`config.mk`:
```
export PLATFORM = sky130hd
export DESIGN_NAME = servo_ramp
export DESIGN_NICKNAME = d
export VERILOG_FILES = /design/src/rtl/servo_ramp.sv
export SDC_FILE = /design/constraint.sdc
export NUM_CORES = 1
export LEC_CHECK = 0
export CAP_MARGIN = 20
export CORE_MARGIN = 2
export CORE_UTILIZATION = 50
export DETAILED_ROUTE_END_ITERATION = 12
export MAX_ROUTING_LAYER = met4
export PLACE_DENSITY = 0.7
export RECOVER_POWER = 100
export SLEW_MARGIN = 0
export SYNTH_ARGS = -nofsm -noshare
export SYNTH_HDL_FRONTEND = slang
export SYNTH_SLANG_ARGS = --single-unit
```
`constraint.sdc`:
```
create_clock -name clk -period 11.57 [get_ports clk]
set_clock_uncertainty 0.15 [all_clocks]
set_input_delay 1.157 -clock clk [delete_from_list [all_inputs] [get_ports clk]]
set_output_delay 1.157 -clock clk [all_outputs]
set_load 0.005 [all_outputs]
```
`src/rtl/servo_ramp.sv`:
```
// Rate-limited position sequencer feeding the servo PWM compare register.
// Optional autonomous sweep mode is built only when SERVO_RAMP_SWEEP_EN is defined.
module servo_ramp #(
    parameter logic [15:0] PMIN    = 16'h0600,
    parameter logic [15:0] PMAX    = 16'h1A00,
    parameter logic [15:0] STEP    = 16'h0010,
    parameter logic [15:0] TICKDIV = 16'd49999
) (
    input  logic        clk,
    input  logic        resetb,
    input  logic        tgt_valid,
    output logic        tgt_ready,
    input  logic [15:0] tgt_data,
    input  logic [15:0] tgt_step,
    input  logic        sweep,
    output logic [15:0] setPwm,
    output logic        busy,
    output logic        done
);

`ifdef SERVO_RAMP_SWEEP_EN
    typedef enum logic [1:0] {IDLE, RAMP, SWEEP_UP, SWEEP_DN} state_t;
`else
    typedef enum logic [1:0] {IDLE, RAMP} state_t;
`endif

    state_t      state_q, state_d;
    logic [15:0] cnt_q, cnt_d;
    logic [15:0] pwm_q, pwm_d;
    logic [15:0] tgt_q, tgt_d;
    logic [15:0] step_q, step_d;
    logic        ready_q, ready_d;
    logic        busy_q, busy_d;
    logic        done_q, done_d;
    logic        tick;
    logic        accept;
    logic [16:0] diff;

    function automatic logic [15:0] clamp(input logic [15:0] v);
        if (v < PMIN) return PMIN;
        if (v > PMAX) return PMAX;
        return v;
    endfunction

    assign tick   = (cnt_q == TICKDIV);
    assign cnt_d  = tick ? 16'd0 : cnt_q + 16'd1;
    assign accept = tgt_valid && ready_q;
    // Both operands are within 16 bits, so the 17-bit magnitude cannot wrap.
    assign diff   = (tgt_q >= pwm_q) ? ({1'b0, tgt_q} - {1'b0, pwm_q})
                                     : ({1'b0, pwm_q} - {1'b0, tgt_q});

`ifdef SERVO_RAMP_SWEEP_EN
    logic [16:0] up_sum;
    assign up_sum = {1'b0, pwm_q} + {1'b0, STEP};
`else
    logic unused_sweep;
    assign unused_sweep = ^{sweep, STEP};
`endif

    always_comb begin
        state_d = state_q;
        pwm_d   = pwm_q;
        tgt_d   = tgt_q;
        step_d  = step_q;
        done_d  = 1'b0;
        if (accept) begin
            // A tick landing on the accept edge is deliberately dropped.
            tgt_d   = clamp(tgt_data);
            step_d  = (tgt_step == 16'd0) ? 16'd1 : tgt_step;
            state_d = RAMP;
        end else begin
            case (state_q)
                IDLE: begin
`ifdef SERVO_RAMP_SWEEP_EN
                    if (sweep) state_d = SWEEP_UP;
`endif
                end
                RAMP: begin
                    if (tick) begin
                        if (diff <= {1'b0, step_q}) begin
                            pwm_d   = tgt_q;
                            done_d  = 1'b1;
                            state_d = IDLE;
                        end else if (tgt_q > pwm_q) begin
                            pwm_d = pwm_q + step_q;
                        end else begin
                            pwm_d = pwm_q - step_q;
                        end
                    end
                end
`ifdef SERVO_RAMP_SWEEP_EN
                SWEEP_UP: begin
                    if (tick) begin
                        if (!sweep) begin
                            state_d = IDLE;
                        end else if (up_sum >= {1'b0, PMAX}) begin
                            pwm_d   = PMAX;
                            state_d = SWEEP_DN;
                        end else begin
                            pwm_d = up_sum[15:0];
                        end
                    end
                end
                SWEEP_DN: begin
                    if (tick) begin
                        if (!sweep) begin
                            state_d = IDLE;
                        end else if ({1'b0, pwm_q} <= ({1'b0, PMIN} + {1'b0, STEP})) begin
                            pwm_d   = PMIN;
                            state_d = SWEEP_UP;
                        end else begin
                            pwm_d = pwm_q - STEP;
                        end
                    end
                end
`endif
                default: state_d = IDLE;
            endcase
        end
        // The done cycle still reads as busy/not-ready so the host sees one clean hand-back.
        ready_d = (state_d != RAMP) && !done_d;
        busy_d  = (state_d != IDLE) || done_d;
    end

    always_ff @(posedge clk or negedge resetb) begin
        if (!resetb) begin
            state_q <= IDLE;
            cnt_q   <= 16'd0;
            pwm_q   <= PMIN;
            tgt_q   <= 16'd0;
            step_q  <= 16'd0;
            ready_q <= 1'b1;
            busy_q  <= 1'b0;
            done_q  <= 1'b0;
        end else begin
            state_q <= state_d;
            cnt_q   <= cnt_d;
            pwm_q   <= pwm_d;
            tgt_q   <= tgt_d;
            step_q  <= step_d;
            ready_q <= ready_d;
            busy_q  <= busy_d;
            done_q  <= done_d;
        end
    end

    assign setPwm    = pwm_q;
    assign tgt_ready = ready_q;
    assign busy      = busy_q;
    assign done      = done_q;

endmodule

```
Word-level counts from Yosys, hierarchy flattened
Cells that the tools add are included.
Word-level totals
  register bits: 69
  input port bits: 36
  output and inout bits: 19
  word-level logic and storage cells: 52
Operators by class
  add/sub/neg operators: 5
  magnitude comparators: 5
  equality and inequality tests: 3
  multiplexer cells: 22
  bitwise logic cells: 1
  reduce and logical (&&, ||, !) cells: 8
Operators by type and width (count)
  2-to-1 mux 16 bit: 8
  subtractor 16 x 16 -> 17 bit: 2
  <= comparator 17 x 16 -> 1 bit: 1
  2-to-1 mux 17 bit: 1
  adder 16 x 1 -> 16 bit (second input constant): 1
  adder 16 bit: 1
  == test 16 bit (second input constant): 1
  greater-or-equal comparator 16 bit: 1
  greater-than comparator 16 x 13 -> 1 bit (second input constant): 1
  greater-than comparator 16 bit: 1
  zero test 16 bit: 1
  < comparator 16 x 11 -> 1 bit (second input constant): 1
  subtractor 16 bit: 1
  2-to-1 mux 1 bit: 9
  2-to-1 mux 2 bit: 3
  one-hot mux 2 bit (2 select lines): 1
  AND reduction 3 bit: 1
  == test 2 x 1 -> 1 bit (second input constant): 1
  logical AND 1 bit: 2
  zero test 2 bit: 1
  inequality test 2 x 1 -> 1 bit (second input constant): 1
  nonzero test 2 bit: 1
  zero test 1 bit: 1
  logical OR 1 bit: 1
  NOT 1 bit: 1

Depth between registers and ports, before layout
  depth in word-level cells: 9
  mapped depth: 26

Worst setup path after synthesis
Ideal clock, no wire load.
  kind: register -> register
  start point: register pwm_q[10] (netlist: setPwm[10])
  end point: register pwm_q[15] (netlist: setPwm[15])
  arrival: 4.874 ns
  data required time: 11.294 ns
  slack: 6.420 ns
  cell stages (with the launch flop): 25
  path buffers: 4
  period minus slack after synthesis: 5.150 ns
  cells stage by stage: dfstp_2 > inv_1 > ha_1 > buf_2 > and3_4 > nand2_2 > nor4_4 > nand2b_1 > o21a_1 > buf_6 > clkbuf_1 > buf_2 > a21o_1 > xor2_1 > ha_1 > a21o_1 > a21o_1 > a21oi_1 > nor4_1 > a2111oi_0 > a21oi_1 > nor2_1 > a2bb2oi_4 > nor2b_1 > a221o_1
Between the ends
  longest elaborated chain between the ends: 4
  elaborated cells on any way between the ends: 10
  those cells by class: add/sub: 4; order compare: 3; mux: 3
RTL lines
  start: declaration: RTL line 29  | logic [15:0] pwm_q, pwm_d;
  start signal: assignment: RTL line 138  | pwm_q <= pwm_d;
  subtractor 16 x 16 -> 17 bit, or another cell as far along: RTL line 50  | : ({1'b0, pwm_q} - {1'b0, tgt_q});
  2-to-1 mux 17 bit: RTL line 49  | assign diff = (tgt_q >= pwm_q) ? ({1'b0, tgt_q} - {1'b0, pwm_q})
  <= comparator 17 x 16 -> 1 bit: RTL line 80  | if (diff <= {1'b0, step_q}) begin
  2-to-1 mux 16 bit *: RTL line 80
Every way passes the cells marked *; elsewhere a longest branch is shown, timed or not.
A chain may end at the register's enable or synchronous reset.

Worst setup path in the final report
  start point: register pwm_q[10] (netlist: setPwm[10])
  end point: register pwm_q[0] (netlist: setPwm[0])
The elaborated chain is that of the path after synthesis.

==> run metrics <==
initial detailed-routing violation count 381; Final min period 7950 ps; largest net degree at the start of global routing 70; number of flops mapped to enable cells by yosys 0; Max stage delay on crit path 1750 ps; most frequent cells in the layout dfrtp_1 (66), ha_1 (65), inv_1 (61); die area 12,400 sq um; Worst-Skew Late Latency 340 ps; Int Power 0.554 mW; TritonCTS clock tree built; CP endpoint kind register; Fin Setup TNS 0 ps; port bufs 53; total track usage 23.6%; Net Sw Frac 32.2%; final hold violation count 0; VDD IR-drop max 0.0885 mV; Ys Warns 0; number of buffers created by CTS 9; Post-Syn Area 5780 sq um; commonest non-fill, non-tap cell in the layout dfrtp_1; Via-to-Cell Ratio 5.70; vias 4,752; Synth Net Count 742; Top Ports 55; Setup WS post-layout 3620 ps; drt wl/cell 16.5 um; Reg power frac 34.4%; die height 112 um; worst-path cell chain inv_1 -> ha_1 -> and3_1 -> nand2_2 -> nor4_1 -> nand2b_1 -> o21a_1 -> buf_4 -> mux2_1 -> o211ai_1 -> a21oi_1 -> o22ai_1 -> xor2_1 -> ha_1 -> nand2_1 -> nor4_1 -> a2111oi_0 -> a21oi_1 -> a2bb2oi_1 -> mux2i_1 -> mux2_2; delay-heaviest family, CP compound AO/OA/AOI/OAI gates; final core utilization 58.4%; area grow syn2layout 14.8%; global-route wire length before repair 23.3 mm; CP max-delay cell a2bb2oi_1; Starting Density 50.9%; routability cong. 0.900; FILL cells 995; clock power share 33.5%; total power 0.816 mW; Worst slew margin -141%; Gate power share 32.1%; crit-path max FO 26; crit path launch setPwm[10]; worst path bufs/invs 2; CTS resizes 0; P per Cell Area 123 nW/um^2; Net Switching 0.263 mW; Ant. Diodes 0; drt drc 0; Final setup viols 0; Peak Freq 126 MHz; H-tree Lvls 3; clock sinks 69; Arrival @ worst endpoint 8020 ps; post-DP HPWL 10.8 mm; Unique masters post-synth 64; RSZ-0062 raised after global routing false; placeable core area 11,400 sq um; failing checks max-capacitance violations, max-slew violations; min-delay worst type register to register; initial antenna violation count 0; Setup Slack @ Placement 5430 ps; Routed Antenna Nets 0; vias in the first global route 4,748; post-synthesis register bit count 69; Synth Instances 638; Final Cycle Share 68.7%; multi-input logic area 3650 sq um; die width 112 um; Hold Path Stages 1; Routed WL 13.8 mm; ys flop type dfrtp_1; clk slew on worst S/H paths 60 ps; 1st-pass router iterations 6; crit path launch type register; Worst Tran Pin Value 3610 ps; Setup Buffers After CTS 0; hold wc startpoint cnt_q[0]; layout cells sized above 1 6.51%; reg-to-reg startpoint setPwm[10]; worst endpoint required time 11,640 ps; Syn Area/Cell 9.07 sq um; sequential area share after synthesis 29.9%; Pleak 3.07 nW; final net count 790; CTS root buf clkbuf_16; maxcap violations 3; kind of critical path register to register; hold buffer count at cts 0; FFs w/ async S/R, synth 100%; Crit. path cell count 21; Reg area 1730 sq um; Clock Tree Buf Depth 2; Worst R2R Path Depth 21; GR Overflow Total 0; Placement Rows 39; status complete, but fails checks; Slew Viols, Final 126
==> state kept, by name, indices dropped and copies added, names as in the netlist <==
register	flops
busy	1
cnt_q	16
done	1
setPwm	16
state_q	2
step_q	16
tgt_q	16
tgt_ready	1
==> metal layers <==
| layer | track usage (%) | share of wire (%) |
|---|---|---|
| met5 | - | 0 |
| met4 | 7.74 | 1.7 |
| met3 | 2.89 | 5.5 |
| met2 | 36.1 | 45 |
| met1 | 32.9 | 48 |
==> kinds of logic after synthesis <==
kind of cell	after synthesis	share of synthesized area, %
buf+inv	82	5.95
mux	38	7.05
fa+ha+maj	68	15.1
simple gates	163	14.2
xor+xnor	55	8.33
compound gates	162	19.4
other cells	1	0.0648
flops	69	29.9
==> power by group through the flow <==
stage	Sequential (mW)	Combinational, mW	Clock, mW
after floorplan	0.276	0.200	0
after global placement	0.283	0.254	0
after detailed placement	0.284	0.262	0
after CTS	0.280	0.265	0.277
after global routing	0.283	0.295	0.288
final	0.281	0.262	0.274
==> path summary, 6_finish.rpt <==
kind | to | slack [ps]
max in group asynchronous | cnt_q[10] | 7230
worst max register to register | setPwm[0] | 3620
worst min-delay path | cnt_q[0] | 300
worst min register to register | cnt_q[0] | 300
worst max-delay path | setPwm[0] | 3620
min in group asynchronous | tgt_q[0] | 2000
==> area by class of cell <==
| cell class | count | share of cell area (%) |
|---|---|---|
| Inverter | 62 | 3.54 |
| Clock inverter | 4 | 0.735 |
| Tap cell | 143 | 2.69 |
| Timing Repair Buffer | 57 | 8.25 |
| Multi-Input combinational cell | 487 | 55.0 |
| Clock buffer | 12 | 3.71 |
| Sequential cell | 69 | 26.1 |
==> through the flow <==
stage / std cells / instance area, sq um / hold slack (ps)
3_3_place_gp: 818 / 6410 / 288
5_1_grt: 834 / 6640 / 336
4_1_cts: 834 / 6710 / 306
6_report: 834 / 6640 / 301
3_5_place_dp: 818 / 6410 / 299
2_1_floorplan: 638 / 5780 / 275
==> synth_stat cells, types with 3 or more instances <==
library cell,instances,area share [%]
dfrtp_1,66,29
ha_1,65,14
inv_1,61,4.0
a21oi_1,45,3.9
nand2_1,42,2.7
xnor2_1,38,5.8
nor2_1,36,2.3
a21o_1,22,2.9
mux2i_1,19,3.3
mux2_2,18,3.5
xor2_1,17,2.6
nand3_1,16,1.4
o21ai_0,15,1.3
nor3_1,14,1.2
o21ai_1,14,1.2
and3_1,11,1.2
clkbuf_1,11,0.71
nor2b_1,11,1.2
a22o_1,9,1.4
nor4_1,8,0.87
o21a_1,7,0.91
o31ai_1,7,0.91
a31oi_1,6,0.65
buf_2,6,0.52
nand4_1,5,0.54
o211ai_1,5,0.65
nand2b_1,4,0.43
o21bai_1,4,0.52
a311o_1,3,0.52
dfstp_2,3,1.4
fa_1,3,1.0
No activity file was read; power rests on OpenSTA's default activity.
